--- src/rtl/distributor.sv ---
// Deserialising distributor: scatters a serial word stream round-robin into
// N_OUTPUTS lanes, then holds the packed frame until the consumer acknowledges.
module distributor #(
    parameter int DATA_WIDTH = 16,
    parameter int N_OUTPUTS  = 4,
    localparam int IDX_W     = $clog2(N_OUTPUTS)
) (
    input  logic                            clk,
    input  logic                            rst,
    input  logic [DATA_WIDTH-1:0]           data_in,
    input  logic                            valid_in,
    output logic                            ready_out,
    output logic [N_OUTPUTS*DATA_WIDTH-1:0] r_out,
    output logic                            frame_valid,
    input  logic                            frame_ack,
    output logic [IDX_W-1:0]                lane_idx
);

    typedef enum logic [0:0] {
        FILL = 1'b0,
        HOLD = 1'b1
    } state_t;

    localparam logic [IDX_W-1:0] LAST_IDX = IDX_W'(N_OUTPUTS - 1);

    state_t                            state_q, state_d;
    logic [IDX_W-1:0]                  lane_idx_q, lane_idx_d;
    logic [N_OUTPUTS*DATA_WIDTH-1:0]   frame_q, frame_d;
    logic                              frame_valid_q, frame_valid_d;
    logic                              accept_s;

    // A new word may enter while filling, or in the same cycle the held frame is acknowledged.
    always_comb begin
        ready_out = (state_q == FILL) || ((state_q == HOLD) && frame_ack);
        accept_s  = valid_in && ready_out;
    end

    // Next-state, lane write and frame handshake.
    always_comb begin
        state_d       = state_q;
        lane_idx_d    = lane_idx_q;
        frame_d       = frame_q;
        frame_valid_d = frame_valid_q;
        case (state_q)
            FILL: begin
                if (accept_s) begin
                    for (int k = 0; k < N_OUTPUTS; k++) begin
                        if (lane_idx_q == IDX_W'(k)) begin
                            frame_d[k*DATA_WIDTH +: DATA_WIDTH] = data_in;
                        end else begin
                            frame_d[k*DATA_WIDTH +: DATA_WIDTH] = frame_q[k*DATA_WIDTH +: DATA_WIDTH];
                        end
                    end
                    if (lane_idx_q == LAST_IDX) begin
                        lane_idx_d    = {IDX_W{1'b0}};
                        state_d       = HOLD;
                        frame_valid_d = 1'b1;
                    end else begin
                        lane_idx_d    = lane_idx_q + IDX_W'(1);
                    end
                end else begin
                    state_d = FILL;
                end
            end
            HOLD: begin
                if (frame_ack) begin
                    state_d       = FILL;
                    frame_valid_d = 1'b0;
                    // Word arriving with the ack opens the next frame in lane 0.
                    if (valid_in) begin
                        frame_d[DATA_WIDTH-1:0] = data_in;
                        lane_idx_d              = IDX_W'(1);
                    end else begin
                        lane_idx_d              = {IDX_W{1'b0}};
                    end
                end else begin
                    state_d = HOLD;
                end
            end
            default: begin
                state_d       = FILL;
                lane_idx_d    = {IDX_W{1'b0}};
                frame_valid_d = 1'b0;
            end
        endcase
    end

    // State registers with synchronous reset.
    always_ff @(posedge clk) begin
        if (rst) begin
            state_q       <= FILL;
            lane_idx_q    <= {IDX_W{1'b0}};
            frame_q       <= {(N_OUTPUTS*DATA_WIDTH){1'b0}};
            frame_valid_q <= 1'b0;
        end else begin
            state_q       <= state_d;
            lane_idx_q    <= lane_idx_d;
            frame_q       <= frame_d;
            frame_valid_q <= frame_valid_d;
        end
    end

    // Outputs come straight from registers.
    always_comb begin
        r_out       = frame_q;
        frame_valid = frame_valid_q;
        lane_idx    = lane_idx_q;
    end

endmodule
--- config.mk ---
export PLATFORM = sky130hd
export DESIGN_NAME = distributor
export DESIGN_NICKNAME = d
export VERILOG_FILES = /design/src/rtl/distributor.sv
export SDC_FILE = /design/constraint.sdc
export NUM_CORES = 1
export LEC_CHECK = 0
export BUFFER_PORTS_ARGS = -buffer_cell sky130_fd_sc_hd__buf_2
export CAP_MARGIN = 20
export CORE_MARGIN = 2
export CORE_UTILIZATION = 47
export CTS_BUF_LIST = sky130_fd_sc_hd__clkbuf_8
export DETAILED_ROUTE_END_ITERATION = 7
export PLACE_DENSITY_LB_ADDON = 0.1
export RECOVER_POWER = 25
export SYNTH_ARGS = -nofsm -noshare
export SYNTH_HDL_FRONTEND = slang
export SYNTH_SLANG_ARGS = --single-unit
--- constraint.sdc ---
create_clock -name clk -period 1.3 [get_ports clk]
set_input_delay 0.195 -clock clk [delete_from_list [all_inputs] [get_ports clk]]
set_output_delay 0.195 -clock clk [all_outputs]
set_load 0.1 [all_outputs]
==> results of run 1 <==
==> per-layer routing <==
| metal | global-route usage (%) | up-vias |
|---|---|---|
| met3 | 5.32 | 10 |
| met1 | 29.8 | 1069 |
| li1 | - | 1180 |
| met4 | 11.2 | 0 |
| met5 | 0 | - |
| met2 | 35.4 | 75 |
==> timing repair <==
| item | CTS | global route |
|---|---|---|
| pin swaps | 2 | 1 |
| cloned | 1 | 1 |
| gates resized for setup | 64 | 14 |
| endpoints found under the setup margin | 71 | 68 |
| setup buffers | 1 | 1 |
==> registers in the layout, summed over array words and instances (netlist names) <==
register,flops
r_out,64
state_q,1
lane_idx,2
frame_valid,1
==> placed cells by master, fill, tap and decap left out, drive strengths merged <==
| master | n |
|---|---|
| nand2b | 34 |
| inv | 3 |
| and3b | 4 |
| a21oi | 52 |
| mux2i | 17 |
| nand2 | 97 |
| and2b | 1 |
| dfxtp | 68 |
| a21boi | 1 |
| buf | 93 |
| nand3b | 3 |
| clkinv | 1 |
| clkbuf | 23 |
| nor2 | 2 |
| a2111oi | 1 |
| ha | 4 |
| or2b | 1 |
| a22oi | 1 |
==> per-stage QoR <==
step | setup WS (ns) | utilization (%) | area (um^2) | power [mW] | setup TNS [ns]
after floorplan | -0.157 | - | 2770 | 3.13 | -6.36
after global placement | 0.0292 | 60.1 | 3330 | 3.36 | 0
after detailed placement | -0.0330 | 60.1 | 3330 | 3.37 | -0.197
after CTS | -0.0411 | 67.4 | 3730 | 5.07 | -0.0724
after global routing | -0.0868 | 68.3 | 3780 | 5.25 | -1.03
final | -0.0387 | 68.3 | 3780 | 5.05 | -0.0520
==> logic make-up after synthesis <==
logic type,count (synthesis)
fa+ha+maj,4
flops,68
simple gates,141
mux,17
buf+inv,24
compound gates,55
==> layout make-up <==
class	instances	share of cell area (%)
timing repair buffer	103	22.7
sequential	68	36.3
clock buffer	13	4.73
multi-input combinational	218	33.3
inverter	2	0.331
tap	72	2.38
clock inverter	2	0.232
==> path summary, 6_finish.rpt <==
path | from | endpoint | slack, ns | depth (start not counted)
setup / recovery | state_q | ready_out | -0.04 | 2
hold / removal | data_in[9] | r_out[41] | 0.12 | 3
setup reg to reg | lane_idx[0] | r_out[13] | -0.01 | 6
hold reg to reg | r_out[41] | r_out[41] | 0.45 | 2
==> tightest hold or removal path, stage by stage <==
cell and delay [ns]:
sky130_fd_sc_hd__buf_2 0.12, sky130_fd_sc_hd__nand2_1 0.06, sky130_fd_sc_hd__a21oi_1 0.05
==> where the power goes <==
| group | total (mW) | internal [mW] | leakage (nW) | switching (mW) |
|---|---|---|---|---|
| Clock | 1.64 | 0.881 | 0.103 | 0.764 |
| Sequential | 2.22 | 2.16 | 0.554 | 0.0554 |
| Combinational | 1.19 | 0.326 | 0.921 | 0.863 |
==> implementation parameters, run 1 <==
Parameter                              Value

Clock tree
  Count of hold-fix buffers inserted at cts ... 0
  Clock input transition at the sequential cells of the worst setup and hold paths ... 0.07 ns
  Library cell used as clock root buffer ... sky130_fd_sc_hd__clkbuf_8
  Clock Tree Buf Depth ... 2
  Number of buffers added by the clock tree synthesis step ... 9
  Clock tree from TritonCTS ... yes
  Clk sink count ... 68
  Clock latency reported for the late side of the worst-skew pair ... around 0.35 ns
  Number of levels the H-tree was split into ... 3

Worst setup path
  Critical path peak fanout ... 3
  Slowest cell delay on critical path ... between 0.3 and 0.4 ns
  Cell at the slowest stage of the critical path ... sky130_fd_sc_hd__dfxtp_4
  Data arrival time of the critical path ... 1.14 ns
  Type of the worst setup path ... reg2out
  Critical path launch point type ... flop
  Top delay family on crit path ... flip-flops
  Type of element capturing the critical path ... output port
  Cell-by-cell trace of the critical path ... or2b_4 -> buf_12
  Data required time at the worst endpoint ... between 1 and 1.5 ns
  Buf/Inv on CP ... 1

Timing
  Final Hold Slack ... approximately 0.12 ns
  Max Clock Freq ... ~750 MHz
  Max Clock Skew ... 0.00644 ns
  Max-slew violations ... 0
  Worst slew pin tran ... 0.347 ns
  RSZ-0062 raised after global routing ... yes
  Setup slack after layout ... -0.0387 ns
  Minimum period implied by the final worst setup slack ... between 1 and 1.5 ns
  Total setup violations reported at the end of the flow ... 4
  Period utilization ... 103%
  Hold violation total from the final report ... 0
  Headroom to the max-slew limit ... between 70% and 80%

Routing
  WL met1 ... approximately 3.1 mm
  Number of nets with antenna violations after routing ... 0
  Per-cell via count in the routed design ... 4.88
  1st-pass router iterations ... 4
  Drt drc ... 0
  Met3 wire len ... approximately 400 um
  Top sig layer ... met4
  Detailed-routed wire length on met2 ... roughly 3.3 mm
  Aggregate routed wire length ... 6.98 mm
  Via count of the routed design ... between 2000 and 2500
  Average detailed-routed wire length per instance ... between 10 and 15 um
  Violation count after the first detailed-route iteration ... about 140

Logic synthesis
  Ys Warns ... 0
  Dominant register cell in the synthesized netlist ... sky130_fd_sc_hd__dfxtp_1
  Synthesized-area fraction occupied by adder cells ... 1.85%
  Synth Net Count ... 333
  Share of synthesized flip-flops with an asynchronous set or reset ... 0%
  Post-synthesis instance total ... 309
  Post-synthesis compound-gate area fraction ... between 10% and 20%
  Post-Syn Area ... 2710 um^2
  Average size of a mapped cell ... 8.76 um^2
  Cell types with the highest counts after synthesis ... sky130_fd_sc_hd__nand2_1 (97), sky130_fd_sc_hd__dfxtp_1 (68), sky130_fd_sc_hd__a21oi_1 (52)
  Part of the Yosys area used for sequential elements ... between 50% and 60%
  Area share of xor/xnor cells in the synthesized design ... 0%
  Post-synth EDFFs ... 0
  Simple-gate share of the synthesized area ... 24.7%
  Count leader, synth ... sky130_fd_sc_hd__nand2_1
  Multiplexer area fraction after synthesis ... roughly 6.3%
  Dominant combinational cell family by area after synthesis ... simple AND/OR/NAND/NOR gates
  Yosys top cell area share ... 50.3%
  Number of different library cells in the post-synthesis netlist ... 22
  Total of flip-flops plus latches after synthesis ... 68
  Top cells by area, synth ... sky130_fd_sc_hd__dfxtp_1 (50%), sky130_fd_sc_hd__nand2_1 (13%), sky130_fd_sc_hd__a21oi_1 (9.6%), sky130_fd_sc_hd__nand2b_1 (7.6%), sky130_fd_sc_hd__mux2i_1 (6.3%)
  Dominant cell type by area after synthesis ... sky130_fd_sc_hd__dfxtp_1

Global routing
  Global-route wire length before repair ... approximately 11 mm
  Remaining Overflow, GRT ... 0
  Initial antenna violation count ... 0
  Overall Global Routing Usage ... 22.8%
  Number of global-route vias before repair ... roughly 2100
  Largest net degree at the start of global routing ... 45

Cells and area
  Diode insertion count for antenna repair ... 0
  Final net count ... between 400 and 500
  Final Instance Count excl. Fillers ... between 400 and 500
  Fill cells ... between 400 and 500
  Area of combinational cells with multiple inputs ... between 1000 and 1500 um^2
  Register Area ... between 1000 and 1500 um^2
  Layout area overhead ... 39.8%
  Fraction of layout cells with a size suffix above 1 ... roughly 33%

Floorplanning
  Width of the die ... 79.9 um
  Die Span Y ... ~80 um
  Io pins ... just under 90
  Row cnt ... 27
  Floorplan die area ... 6380 um^2
  Initial Util ... 48.8%
  Core area ... 5540 um^2

Placed design
  Placed wire-length estimate ... ~4.6 mm
  Placed Cells ... between 400 and 500
  Port buffer count ... slightly below 90
  Routability congestion estimate from global placement ... 0.757

Pwr
  Pleak ... roughly 1.6 nW
  Power per cell area ... 1340 nW/um^2
  Worst supply voltage drop on vdd ... 812 uV

Flow run
  Number of max-capacitance violations reported ... 0

Hold path
  Worst min-delay path category ... in2reg

Status
  Violations in the final reports ... setup timing
  Result of the run ... finished, violations left
Note: power is estimated with default switching activity, not from simulation.
==> run 2: changes to the inputs <==
- CORE_UTILIZATION: 47 -> 45
- CTS_BUF_LIST: sky130_fd_sc_hd__clkbuf_8 -> sky130_fd_sc_hd__clkbuf_4 sky130_fd_sc_hd__clkbuf_8 sky130_fd_sc_hd__clkbuf_16
==> run 2 against run 1 <==
  * The flow still finishes with violations (setup timing)
  * Register-to-register slack about the same
  * Critical path depth unchanged
  * Maximum frequency grew 0.47%
  * Cell area grew 1.3%
  * Final cell count is 1.0% higher
  * Sequential share of layout area fell by 0.47 points
  * Die area grew 4.2%
==> implementation parameters, run 2 (synthesis gave the netlist of run 1 again) <==
Parameter                              Value

Timing
  Max-slew violations ... 0
  Setup slack after layout ... -0.0325 ns
  Final Hold Slack ... roughly 0.14 ns
  Max Clock Skew ... about 0.011 ns
  Headroom to the max-slew limit ... approximately two thirds
  Period utilization ... 102%
  RSZ-0062 raised after global routing ... yes
  Minimum period implied by the final worst setup slack ... about 1.3 ns
  Worst slew pin tran ... about 0.49 ns
  Total setup violations reported at the end of the flow ... 11
  Hold violation total from the final report ... 0
  Max Clock Freq ... 750 MHz

Cells and area
  Fraction of layout cells with a size suffix above 1 ... between 30% and 40%
  Diode insertion count for antenna repair ... 0
  Final cell utilization of the core ... between 60% and 70%
  Final net count ... between 400 and 500
  Commonest cells after routing, fill and taps aside ... sky130_fd_sc_hd__nand2_1 (93), sky130_fd_sc_hd__dfxtp_1 (65), sky130_fd_sc_hd__buf_4 (48)
  Layout area overhead ... 41.6%
  Max reg flops ... 64
  Most common cell after layout, fill and taps aside ... sky130_fd_sc_hd__nand2_1

Worst setup path
  Critical path launch point type ... flop
  Worst-case reg-to-reg path depth ... 7
  Top delay family on crit path ... flip-flops
  Cell count along the critical path ... 2
  Type of the worst setup path ... reg2out
  Cell-by-cell trace of the critical path ... or2b_4 -> buf_12
  Type of element capturing the critical path ... output port
  End of the worst register-to-register path ... r_out[43]
  Cell at the slowest stage of the critical path ... sky130_fd_sc_hd__dfxtp_4
  Critical path peak fanout ... 3
  Slack of the worst reg-to-reg path ... -0.02 ns
  Crit. Startpoint ... state_q
  End point of the critical path ... ready_out
  Buf/Inv on CP ... 1
  Origin of the critical flop-to-flop path ... lane_idx[0]
  Data arrival time of the critical path ... ~1.1 ns
  Data required time at the worst endpoint ... ~1.1 ns
  Slowest cell delay on critical path ... 0.36 ns

Hold path
  Worst min-delay path category ... in2reg

Floorplanning
  Io pins ... roughly 90
  Width of the die ... roughly 82 um
  Row cnt ... 28
  Die Span Y ... slightly above 80 um
  Core area ... approximately 5900 um^2
  Floorplan die area ... between 6000 and 7000 um^2
  Initial Util ... ~46%

Routing
  Drt drc ... 0
  Violation count after the first detailed-route iteration ... approximately 130
  Per-cell via count in the routed design ... 4.82
  Number of nets with antenna violations after routing ... 0
  Via count of the routed design ... 2327
  1st-pass router iterations ... 4
  Average detailed-routed wire length per instance ... around 14 um
  Aggregate routed wire length ... approximately 6.8 mm

Clock tree
  Clock Tree Buf Depth ... 2
  Clock input transition at the sequential cells of the worst setup and hold paths ... around 0.070 ns
  Clk sink count ... around 70
  Clock tree from TritonCTS ... yes
  Number of levels the H-tree was split into ... 3
  Library cell used as clock root buffer ... sky130_fd_sc_hd__clkbuf_8
  Number of buffers added by the clock tree synthesis step ... 9
  Clock latency reported for the late side of the worst-skew pair ... about 0.34 ns

Status
  Violations in the final reports ... setup timing
  Result of the run ... finished, violations left

Global routing
  Remaining Overflow, GRT ... 0
  Initial antenna violation count ... 0
  Number of global-route vias before repair ... 2066
  Overall Global Routing Usage ... about a fifth
  Global-route wire length before repair ... roughly 10 mm
  Largest net degree at the start of global routing ... between 80 and 90

Placed design
  Routability congestion estimate from global placement ... about 0.77
  Place WS ... -0.0543 ns
  Port buffer count ... 87
  Placed wire-length estimate ... between 4 and 5 mm

Pwr
  Pleak ... roughly 1.6 nW
  Final Total Pwr ... around 5.3 mW
  Power per cell area ... between 1000 and 1500 nW/um^2
  Worst supply voltage drop on vdd ... around 780 uV

Flow run
  Number of max-capacitance violations reported ... 0
-- run 2: timing repair --
item                                    in CTS  in global routing
setup buffers                                3                  2
resized for setup                           63                 22
hold buffers                                 0                  0
pin swaps                                    1                  2
cloned                                       1                  1
endpoints found under the setup margin      71                 75
-- run 2: layer usage --
metal  GRT usage (%)  up-vias  share of wire (%)
li1                -     1196                  -
met1            29.6     1057                 47
met2            30.2       64                 46
met3            3.52       10                5.3
met4            10.3        0                1.6
met5               0        -                  0
-- run 2: worst reg2reg max path, cell delays in order, from the launching register on --
cell	delay [ns]
sky130_fd_sc_hd__dfxtp_4	0.38
sky130_fd_sc_hd__inv_4	0.04
sky130_fd_sc_hd__buf_4	0.13
sky130_fd_sc_hd__ha_4	0.15
sky130_fd_sc_hd__and3b_2	0.20
sky130_fd_sc_hd__buf_12	0.15
sky130_fd_sc_hd__nand2_1	0.08
sky130_fd_sc_hd__a21oi_1	0.06
-- run 2: power breakdown --
group          total (mW)  internal (mW)  switching [mW]
registers            2.21           2.16          0.0502
logic                1.19          0.322           0.870
clock network        1.91           1.15           0.762
total                5.31           3.63            1.68
-- run 2: how the worst min path moves through the flow --
stage,slack (ns),end,start,cells after the start
4_1_cts,0.12,r_out[32],data_in[0],3
6_report,0.14,r_out[32],data_in[0],3
2_1_floorplan,0.33,r_out[41],data_in[9],2
3_5_place_dp,0.44,r_out[58],r_out[58],2
5_1_grt,0.14,r_out[32],data_in[0],3
3_3_place_gp,0.44,r_out[49],r_out[49],2
-- run 2: metrics by stage --
step / instance area [um^2] / TNS [ns] / std cells
final: 3830 / -0.0710 / 483
after global routing: 3830 / -2.53 / 483
after CTS: 3790 / -0.222 / 480
after detailed placement: 3350 / -0.289 / 460
after global placement: 3350 / -0.0178 / 460
after floorplan: 2770 / -6.36 / 309
-- run 2: layout make-up --
type	instances	area [um^2]
fillers	507	2020
flip-flops and latches	68	1370
inverters	2	12.5
repair buffers	105	853
clock inverters	4	73.8
multi-input cells	217	1280
well taps	75	93.8
clock buffers	12	146
